$ cat config.mk
export PLATFORM = sky130hd
export DESIGN_NAME = maj_voter_seq_flat
export DESIGN_NICKNAME = d
export VERILOG_FILES = /design/src/rtl/maj_voter_seq_if.sv /design/src/rtl/maj_voter_seq.sv /design/src/flat_wrapper.sv
export SDC_FILE = /design/constraint.sdc
export NUM_CORES = 1
export LEC_CHECK = 0
export ABC_CLOCK_PERIOD_IN_PS = 1900
export CAP_MARGIN = 10
export CORE_MARGIN = 3
export CORE_UTILIZATION = 50
export DETAILED_ROUTE_END_ITERATION = 10
export DONT_BUFFER_PORTS = 1
export HOLD_SLACK_MARGIN = 0.06
export SETUP_SLACK_MARGIN = 0.05
export SKIP_CTS_REPAIR_TIMING = 1
export SYNTH_ARGS = -nofsm -noshare
export SYNTH_HDL_FRONTEND = slang
export SYNTH_SLANG_ARGS = --single-unit
$ cat constraint.sdc
create_clock -name clk -period 1.9 [get_ports clk]
set_input_delay 0.285 -clock clk [delete_from_list [all_inputs] [get_ports clk]]
set_output_delay 0.285 -clock clk [all_outputs]
set_load 0.05 [all_outputs]
$ cat src/rtl/maj_voter_seq_if.sv
// Bus interface for maj_voter_seq: vote request, clear strobe and voted results.
// The master side drives the votes and the voter (slave) returns its results.
interface maj_voter_seq_if #(
  parameter int N = 3,
  parameter int W = 8
);
  logic           in_valid;
  logic [N*W-1:0] in_data;
  logic           clr_fault;
  logic           out_valid;
  logic [W-1:0]   out_data;
  logic           mismatch;
  logic [N-1:0]   fault_mask;

  modport master (
    output in_valid, in_data, clr_fault,
    input  out_valid, out_data, mismatch, fault_mask
  );

  modport slave (
    input  in_valid, in_data, clr_fault,
    output out_valid, out_data, mismatch, fault_mask
  );
endinterface

$ cat src/rtl/maj_voter_seq.sv
// Registered N-channel bitwise majority voter with per-channel health tracking.
// Each channel runs an OK/SUSPECT/FAULTED FSM driven by disagreement with the
// voted word; FAULTED is sticky until clr_fault or rst.
// Optional build macro MAJ_EXCLUDE_FAULTED_EN: faulted channels are dropped
// from the vote and the threshold follows the number of remaining channels.
module maj_voter_seq #(
  parameter int N           = 3,
  parameter int W           = 8,
  parameter int THRESH      = (N / 2) + 1,
  parameter int FAULT_LIMIT = 3
) (
  input logic          clk,
  input logic          rst,
  maj_voter_seq_if.slave bus
);
  localparam int OW = $clog2(N + 1);
  localparam int CW = $clog2(FAULT_LIMIT + 1);
  localparam logic [CW-1:0] LIMIT    = CW'(FAULT_LIMIT);
  localparam logic [OW-1:0] THRESH_C = OW'(THRESH);

  typedef enum logic [1:0] {ST_OK, ST_SUSPECT, ST_FAULTED} state_t;

  state_t        state_reg  [N];
  state_t        state_next [N];
  logic [CW-1:0] cnt_reg    [N];
  logic [CW-1:0] cnt_next   [N];

  logic          out_valid_reg;
  logic [W-1:0]  out_data_reg;
  logic          mismatch_reg;

  logic [W-1:0]  chan [N];
  logic [N-1:0]  fault_mask_int;
  logic [N-1:0]  vote_en;
  logic [OW-1:0] thresh_eff;
  logic          any_active;
  logic [W-1:0]  voted_raw;
  logic [W-1:0]  voted;
  logic [N-1:0]  disagree;
  logic          mismatch_next;

  genvar gi;

  // Split the packed input bus into channel words and expose the FAULTED flags.
  generate
    for (gi = 0; gi < N; gi++) begin : g_chan
      assign chan[gi]           = bus.in_data[gi*W +: W];
      assign fault_mask_int[gi] = (state_reg[gi] == ST_FAULTED);
    end
  endgenerate

`ifdef MAJ_EXCLUDE_FAULTED_EN
  logic [OW-1:0] active_cnt;

  // Only healthy channels vote; threshold is a strict majority of those.
  always_comb begin
    vote_en    = ~fault_mask_int;
    active_cnt = '0;
    for (int c = 0; c < N; c++) begin
      active_cnt = active_cnt + OW'(vote_en[c]);
    end
    thresh_eff = (active_cnt >> 1) + OW'(1);
    any_active = (active_cnt != '0);
  end
`else
  // Every channel always votes against the fixed threshold.
  assign vote_en    = '1;
  assign thresh_eff = THRESH_C;
  assign any_active = 1'b1;
`endif

  // Per-bit ones count across participating channels, compared to threshold.
  generate
    for (gi = 0; gi < W; gi++) begin : g_bit
      logic [OW-1:0] ones;
      always_comb begin
        ones = '0;
        for (int c = 0; c < N; c++) begin
          ones = ones + OW'(chan[c][gi] & vote_en[c]);
        end
        voted_raw[gi] = (ones >= thresh_eff);
      end
    end
  endgenerate

  // With no healthy channel left the previous result is simply repeated.
  assign voted = any_active ? voted_raw : out_data_reg;

  // Every channel is compared for health tracking; mismatch only reflects voters.
  generate
    for (gi = 0; gi < N; gi++) begin : g_dis
      assign disagree[gi] = (chan[gi] != voted);
    end
  endgenerate

  assign mismatch_next = any_active ? |(disagree & vote_en) : 1'b1;

  // Channel health next-state: clr_fault first clears, then an accepted vote
  // is applied on top of the (possibly cleared) state.
  always_comb begin
    state_t        st;
    logic [CW-1:0] ct;
    st = ST_OK;
    ct = '0;
    for (int i = 0; i < N; i++) begin
      st            = bus.clr_fault ? ST_OK : state_reg[i];
      ct            = bus.clr_fault ? '0    : cnt_reg[i];
      state_next[i] = st;
      cnt_next[i]   = ct;
      if (bus.in_valid) begin
        case (st)
          ST_OK: begin
            if (disagree[i]) begin
              cnt_next[i]   = CW'(1);
              state_next[i] = (LIMIT == CW'(1)) ? ST_FAULTED : ST_SUSPECT;
            end else begin
              cnt_next[i]   = '0;
            end
          end
          ST_SUSPECT: begin
            if (disagree[i]) begin
              // ct < LIMIT here, so the increment cannot wrap.
              cnt_next[i] = ct + CW'(1);
              if ((ct + CW'(1)) >= LIMIT) state_next[i] = ST_FAULTED;
            end else begin
              cnt_next[i]   = '0;
              state_next[i] = ST_OK;
            end
          end
          ST_FAULTED: begin
            state_next[i] = ST_FAULTED;
          end
          default: begin
            state_next[i] = ST_OK;
            cnt_next[i]   = '0;
          end
        endcase
      end
    end
  end

  // State and result registers; result fields hold when no vote is accepted.
  always_ff @(posedge clk) begin
    if (rst) begin
      out_valid_reg <= 1'b0;
      out_data_reg  <= '0;
      mismatch_reg  <= 1'b0;
      for (int i = 0; i < N; i++) begin
        state_reg[i] <= ST_OK;
        cnt_reg[i]   <= '0;
      end
    end else begin
      out_valid_reg <= bus.in_valid;
      if (bus.in_valid) begin
        out_data_reg <= voted;
        mismatch_reg <= mismatch_next;
      end
      for (int i = 0; i < N; i++) begin
        state_reg[i] <= state_next[i];
        cnt_reg[i]   <= cnt_next[i];
      end
    end
  end

  assign bus.out_valid  = out_valid_reg;
  assign bus.out_data   = out_data_reg;
  assign bus.mismatch   = mismatch_reg;
  assign bus.fault_mask = fault_mask_int;
endmodule

$ cat src/flat_wrapper.sv
// flat-port wrapper written by rule: the top's interface ports become plain ports
module maj_voter_seq_flat 
#(
  parameter int N           = 3,
  parameter int W           = 8,
  parameter int THRESH      = (N / 2) + 1,
  parameter int FAULT_LIMIT = 3
)
  (clk, rst, bus_in_valid, bus_in_data, bus_clr_fault, bus_out_valid, bus_out_data, bus_mismatch, bus_fault_mask);
  maj_voter_seq_if #(.N(N), .W(W)) bus_i ();
  input logic clk;
  input logic rst;
  input wire logic [$bits(bus_i.in_valid)-1:0] bus_in_valid;
  input wire logic [$bits(bus_i.in_data)-1:0] bus_in_data;
  input wire logic [$bits(bus_i.clr_fault)-1:0] bus_clr_fault;
  output wire logic [$bits(bus_i.out_valid)-1:0] bus_out_valid;
  output wire logic [$bits(bus_i.out_data)-1:0] bus_out_data;
  output wire logic [$bits(bus_i.mismatch)-1:0] bus_mismatch;
  output wire logic [$bits(bus_i.fault_mask)-1:0] bus_fault_mask;
  assign bus_i.in_valid = bus_in_valid;
  assign bus_i.in_data = bus_in_data;
  assign bus_i.clr_fault = bus_clr_fault;
  assign bus_out_valid = bus_i.out_valid;
  assign bus_out_data = bus_i.out_data;
  assign bus_mismatch = bus_i.mismatch;
  assign bus_fault_mask = bus_i.fault_mask;
  maj_voter_seq #(.N(N), .W(W), .THRESH(THRESH), .FAULT_LIMIT(FAULT_LIMIT)) u_core (.clk(clk), .rst(rst), .bus(bus_i));
endmodule
==> metrics, run 1 <==
CP Buf/Inv Count 1; CTS Buf Count 3; Final #Nets 223; CP peak stage delay 940 ps; worst hold path type in2reg; status finished, final reports clean; Clock Power Share 31.6%; register area share after synthesis 28.39%; part of the power in registers 48.0%; largest buffer count on any clock path 2; Logic pwr share 20.5%; LEAKAGE 0.6105 nW; I/O Buffers 0; area share of the largest cell type after synthesis 28.39%; synth warn 0; Commonest cells post-synth dfxtp_1, nor2_1, xor2_1; Placer Congestion 0.7772; crit path max fanout 16; Vias/cell 6.093; remaining antenna violation count after routing 0; Rel. slew slack 58.21%; pwr dens 708.2 nW/µm²; IO Pins 41; max-slew violation count 0; async set-reset flop share out of synthesis 0%; Tot Pwr 1.173 mW; Area growth, synth to finish 6.774%; overall routed net length 3.549 mm; Crit-path slowest cell dlygate4sd3_1; Setup crit start kind input port; clk_lat worst skew 320 ps; CTS root buffer clkbuf_4; die area 3808 µm²; CP most frequent cell o21ai_0; VDD IR max 0.3167 mV; unrepaired setup endpoints after global routing no; WP data required 2130 ps; top cells by area, synth dfxtp_1, ha_1, xor2_1; per-cell routed wire length 16.58 µm; Arr. time, crit path 1820 ps; CTS tree yes; Setup Skew 8.283 ps; Rows 19; via count 1304; DR pass1 iterations 4; Mapped Cells 181; cell with the most instances after synthesis dfxtp_1; Worst-path clk slew 130 ps; ant diodes 0; die width 61.71 µm; first-pass GRT wire length 5.506 mm; Syn Nets 220; core area 2853 µm²; total negative setup slack 0 ps; CTS H-Tree Depth 1; Final period util 83.70%; crit-path leading delay family buffers and inverters; Unique masters post-synth 37; WS Path Type in2reg; switch share 31.53%; Psw 0.3699 mW; Final min period 1590 ps; max reg flops 8; DRC 0; critical path cell sequence dlygate4sd3_1 -> nor2_1 -> and4_1 -> o21ai_0 -> o21ai_0; CTS Sinks 22; top achievable clock speed 0.6288 GHz; final hold vios 0; area leader, netlist dfxtp_1; mean post-synth cell area 8.572 µm²; number of flops mapped to enable cells by yosys 0; vias in the first global route 1210; synthesized area 1551 µm²; critical path capture point type flip-flop; share of cells above drive strength 1 12.57%; Least-Margin Pin Slew 624.8 ps; GRT overflow 0; FF+latch count, synth 22; aggregate global-route resource usage 19.57%; count of final setup violators 0; initial cell density of the core 54.39%; Internal Pwr Total 0.8033 mW; max cap viols 0; largest net degree at the start of global routing 32; HPWL after DPL 2.694 mm; Die Y 61.71 µm; antenna violations before repair 0; Initial DRC Count 86; ys flop type dfxtp_1
==> final cells by class <==
cell class,count,area [µm²]
clock buffer,3,22.52
inverter,7,26.28
timing repair buffer,5,42.54
tap,31,38.79
sequential,22,440.4
clock inverter,1,30.03
fill,262,1196
multi-input combinational,145,1056
==> per-stage QoR <==
stage | area, µm² | std cells | worst slack (ps) | hold WS (ps) | util [%]
after global routing | 1657 | 214 | 269.4 | 86.59 | 58.07
final | 1657 | 214 | 309.7 | 104.7 | 58.07
after CTS | 1637 | 212 | 387.1 | -1.350 | 57.37
after detailed placement | 1584 | 208 | 134.7 | 358.0 | 55.53
after global placement | 1584 | 208 | 142.5 | 357.1 | 55.53
after floorplan | 1551 | 181 | 250.7 | 370.6 | -
==> worst reg2reg max path: cells and delay by family (launching register included) <==
family / cells / cell delay, ps
fa+ha+maj: 1 / 250
flops: 1 / 330
simple gates: 2 / 370
compound gates: 2 / 240
==> worst paths after layout <==
check                                           from              endpoint  slack [ps]  cells after the start
worst min register to register  u_core.cnt_reg[0][3]  u_core.cnt_reg[0][3]         460                      2
worst max register to register  u_core.cnt_reg[0][1]  u_core.cnt_reg[0][1]         650                      5
worst max-delay path                             rst  u_core.cnt_reg[0][5]         310                      5
worst min-delay path                    bus_in_valid  u_core.cnt_reg[0][0]         100                      2
==> cell usage in the layout (no fill, tap or decap), types with 2 or more instances in the layout <==
master / synthesis / routed
a211oi_1: 8 / 8
a21boi_1: 2 / 2
a21oi_1: 14 / 14
a21oi_2: 7 / 7
buf_4: 0 / 3
clkbuf_4: 0 / 3
dfxtp_1: 22 / 22
dlygate4sd3_1: 0 / 2
ha_1: 11 / 11
inv_1: 7 / 7
nand2_1: 12 / 12
nand2b_1: 2 / 2
nand3_1: 6 / 6
nand4_1: 2 / 2
nand4_2: 3 / 3
nor2_1: 19 / 19
nor2b_1: 9 / 9
nor3b_1: 6 / 6
nor4_2: 2 / 2
o21ai_0: 7 / 7
o221ai_1: 4 / 4
o41ai_1: 2 / 2
xor2_1: 15 / 15
==> routing by layer <==
metal	GRT usage, %	share of wire [%]	vias to the layer above
met5	0	0	-
met4	6.667	1.2	0
met3	5.372	6.7	4
met2	30.34	45	35
met1	26.19	47	607
li1	-	-	658
==> power groups by stage <==
stage	registers, mW	logic [mW]	clock network [mW]
final	0.563	0.240	0.370
after floorplan	0.567	0.207	0
after CTS	0.563	0.229	0.379
after global routing	0.567	0.264	0.402
after detailed placement	0.573	0.228	0
after global placement	0.572	0.223	0
==> kinds of logic (layout without fill, tap and decap cells) <==
group                      Yosys count  count (layout)  synth area share [%]
buffers and inverters               14              16                 3.549
AOI/OAI and AO/OA                   51              51                 25.40
xor gates and xnor gates            16              16                 9.517
adders and majority gates           11              11                 8.871
and+or+nand+nor                     67              67                 24.27
DFF                                 22              22                 28.39
Power figures use the tool's default switching activity.
==> inputs of run 2 (changes only) <==
--- a/config.mk
+++ b/config.mk
@@ -5,7 +5,8 @@
 export SDC_FILE = /design/constraint.sdc
 export NUM_CORES = 1
 export LEC_CHECK = 0
-export ABC_CLOCK_PERIOD_IN_PS = 1900
+export ABC_AREA = 1
+export ABC_CLOCK_PERIOD_IN_PS = 1700
 export CAP_MARGIN = 10
 export CORE_MARGIN = 3
 export CORE_UTILIZATION = 50
==> constraint.sdc (replaced) <==
create_clock -name clk -period 1.7 [get_ports clk]
set_input_delay 0.255 -clock clk [delete_from_list [all_inputs] [get_ports clk]]
set_output_delay 0.255 -clock clk [all_outputs]
set_load 0.05 [all_outputs]
==> metrics, run 2 <==
Psw 0.4147 mW (was 0.3699 mW); Placed Area 1861 µm² (was 1584 µm²); Mapped Cells 301 (was 181); per-cell routed wire length 10.57 µm (was 16.58 µm); max-slew violation count 0 (unchanged); Synth Area in XOR/XNOR 0% (was 9.516%); CP most frequent cell inv_1 (was o21ai_0); Commonest cells post-synth nand2_1, inv_1, nor2_1 (was dfxtp_1, nor2_1, xor2_1); core area 3390 µm² (was 2853 µm²); status finished, final reports clean (unchanged); Placer Congestion 0.8511 (was 0.7772); switch share 34.11% (was 31.53%); DRC 0 (unchanged); die width 65.70 µm (was 61.71 µm); via count 1755 (was 1304); async set-reset flop share out of synthesis 0% (unchanged); Final min period 1391 ps; Rows 21 (was 19); crit path max fanout 3 (was 16); I/O Buffers 0 (unchanged); Setup Skew 3.009 ps (was 8.283 ps); area share of the largest cell type after synthesis 24.72% (was 28.39%); antenna violations before repair 0 (unchanged); total negative setup slack 0 ps (unchanged); HPWL after DPL 2.994 mm (was 2.694 mm); critical path cell sequence inv_1 -> nor2_1 -> inv_1 -> ha_1 -> nor4_1 -> nand2_1 -> a21oi_1 (was dlygate4sd3_1 -> nor2_1 -> and4_1 -> o21ai_0 -> o21ai_0); ys flop type dfxtp_1 (unchanged); Vias/cell 4.944 (was 6.093); CTS root buffer clkbuf_4 (unchanged); final hold vios 0 (unchanged); post-synthesis simple-gate area fraction 40.73% (was 24.27%); Area growth, synth to finish 7.584% (was 6.774%); critical path capture point type flip-flop (unchanged); CTS Buf Count 3 (unchanged); DR pass1 iterations 4 (unchanged); area leader, netlist dfxtp_1 (unchanged); top achievable clock speed 0.7190 GHz; Arr. time, crit path 1640 ps (was 1820 ps); cell with the most instances after synthesis nand2_1 (was dfxtp_1); Final #Nets 349 (was 223); commonest non-fill, non-tap cell in the layout nand2_1 (was dfxtp_1); Crit-path slowest cell dfxtp_1 (was dlygate4sd3_1); Logic pwr share 27.8% (was 20.5%); CTS H-Tree Depth 1 (unchanged); fin area 1917 µm² (was 1657 µm²); first-pass GRT wire length 6.389 mm (was 5.506 mm); Worst-path clk slew 120 ps (was 130 ps); commonest non-fill, non-tap cells in the layout nand2_1, inv_1, nor2_1, dfxtp_1, o21ai_0 (was dfxtp_1, nor2_1, xor2_1, a21oi_1, nand2_1); max reg flops 8 (unchanged); Initial DRC Count 146 (was 86); GRT overflow 0 (unchanged); Internal Pwr Total 0.8009 mW (was 0.8033 mW); WP data required 1950 ps (was 2130 ps); overall routed net length 3.752 mm (was 3.549 mm); part of the power in registers 48.7% (was 48.0%); post-synthesis adder-cell area fraction 7.725% (was 8.871%); LEAKAGE 0.9749 nW (was 0.6105 nW); initial cell density of the core 52.57% (was 54.39%); CP peak stage delay 330 ps (was 940 ps); largest net degree at the start of global routing 22 (was 32); vias in the first global route 1555 (was 1210); VDD IR max 0.2351 mV (was 0.3167 mV); unrepaired setup endpoints after global routing no (unchanged); multiplexer area fraction after synthesis 0% (unchanged); die area 4316 µm² (was 3808 µm²); pwr dens 634.1 nW/µm² (was 708.2 nW/µm²); Die Y 65.70 µm (was 61.71 µm); clk_lat worst skew 300 ps (was 320 ps); register area share after synthesis 24.72% (was 28.39%); worst hold path type in2reg (unchanged); count of final setup violators 0 (unchanged); Unique masters post-synth 26 (was 37); Final period util 81.81%; Rel. slew slack 65.16% (was 58.21%); largest family of logic cells by synthesized area simple AND/OR/NAND/NOR gates (was compound AO/OA/AOI/OAI gates); aggregate global-route resource usage 18.42% (was 19.57%); Syn Nets 340 (was 220); largest buffer count on any clock path 2 (unchanged); Clock Power Share 23.6% (was 31.6%); share of cells above drive strength 1 10.36% (was 12.57%); WS Path Type reg2reg (was in2reg); complex-gate fraction of the synthesized area 14.12% (was 25.40%); synthesized area 1782 µm² (was 1551 µm²); ant diodes 0 (unchanged); IO Pins 41 (unchanged); max cap viols 0 (unchanged); remaining antenna violation count after routing 0 (unchanged); mean post-synth cell area 5.919 µm² (was 8.572 µm²); number of flops mapped to enable cells by yosys 0 (unchanged); Least-Margin Pin Slew 521.8 ps (was 624.8 ps); Setup crit start kind flip-flop (was input port); CTS tree yes (unchanged); CTS Sinks 22 (unchanged); synth warn 0 (unchanged); top cells by area, synth dfxtp_1, nand2_1, inv_1 (was dfxtp_1, ha_1, xor2_1); FF+latch count, synth 22 (unchanged)
run 2: cell types whose count changed in the layout (fill, tap and decap cells not counted), moves of 6 or more:
cell / change
nand3_1: +12
o21ai_0: +12
inv_2: +8
nor2b_1: -9
xor2_1: -15
nand2_1: +71
nand3b_1: +8
a211oi_1: -6
inv_1: +35
nor3b_1: -6
nor2_1: +21
run 2: worst paths after layout:
check,slack [ps],cells after the start,start,end
worst min register to register,490,2,u_core.cnt_reg[0][4],u_core.cnt_reg[0][4]
worst min-delay path,90,3,rst,u_core.bus.out_data[7]
worst max register to register,310,7,u_core.cnt_reg[0][0],u_core.cnt_reg[0][1]
worst max-delay path,310,7,u_core.cnt_reg[0][0],u_core.cnt_reg[0][1]
run 2: per-stage QoR:
step / util (%) / setup WS [ps] / hold slack (ps) / std cells / power, mW
2_1_floorplan: - / 301.7 / 455.4 / 301 / 0.8888
3_3_place_gp: 54.89 / 196.9 / 327.7 / 349 / 0.9340
3_5_place_dp: 54.89 / 189.2 / 328.8 / 349 / 0.9374
4_1_cts: 55.96 / 300.4 / -14.17 / 353 / 1.225
5_1_grt: 56.55 / 112.2 / 75.38 / 355 / 1.314
6_report: 56.55 / 309.2 / 94.94 / 355 / 1.216
run 2: area by class of cell:
class / instances / area (µm²)
flip-flops and latches: 22 / 440.4
multi-input cells: 223 / 1115
inverters: 50 / 187.7
fillers: 363 / 1473
well taps: 46 / 57.56
clock buffers: 4 / 36.28
repair buffers: 10 / 80.08
run 2: power groups by stage:
| stage | registers [mW] | logic, mW | clock network [mW] |
|---|---|---|---|
| 2_1_floorplan | 0.631 | 0.257 | 0 |
| 3_3_place_gp | 0.604 | 0.330 | 0 |
| 3_5_place_dp | 0.604 | 0.334 | 0 |
| 4_1_cts | 0.592 | 0.335 | 0.299 |
| 5_1_grt | 0.595 | 0.392 | 0.327 |
| 6_report | 0.591 | 0.338 | 0.287 |
run 2: layer usage:
layer	GRT usage [%]	wire length, µm	share of wire, %	vias to the layer above
li1	-	-	-	975
met1	23.52	1748	47	741
met2	31.04	1731	46	37
met3	3.077	238	6.3	2
met4	6.218	34	0.91	0
met5	0	0	0	-
run 2: logic make-up (layout without fill, tap and decap cells):
| family | count (synthesis) | after routing |
|---|---|---|
| fa+ha+maj | 11 | 11 |
| simple gates | 167 | 167 |
| compound gates | 45 | 45 |
| flops | 22 | 22 |
| buf+inv | 56 | 64 |
run 2: critical path, delay by kind of cell (launching register included):
kind	cells	cell delay, ps
and+or+nand+nor	3	480
DFF	1	330
adders and majority gates	1	290
AOI/OAI and AO/OA	1	120
buffers and inverters	2	100
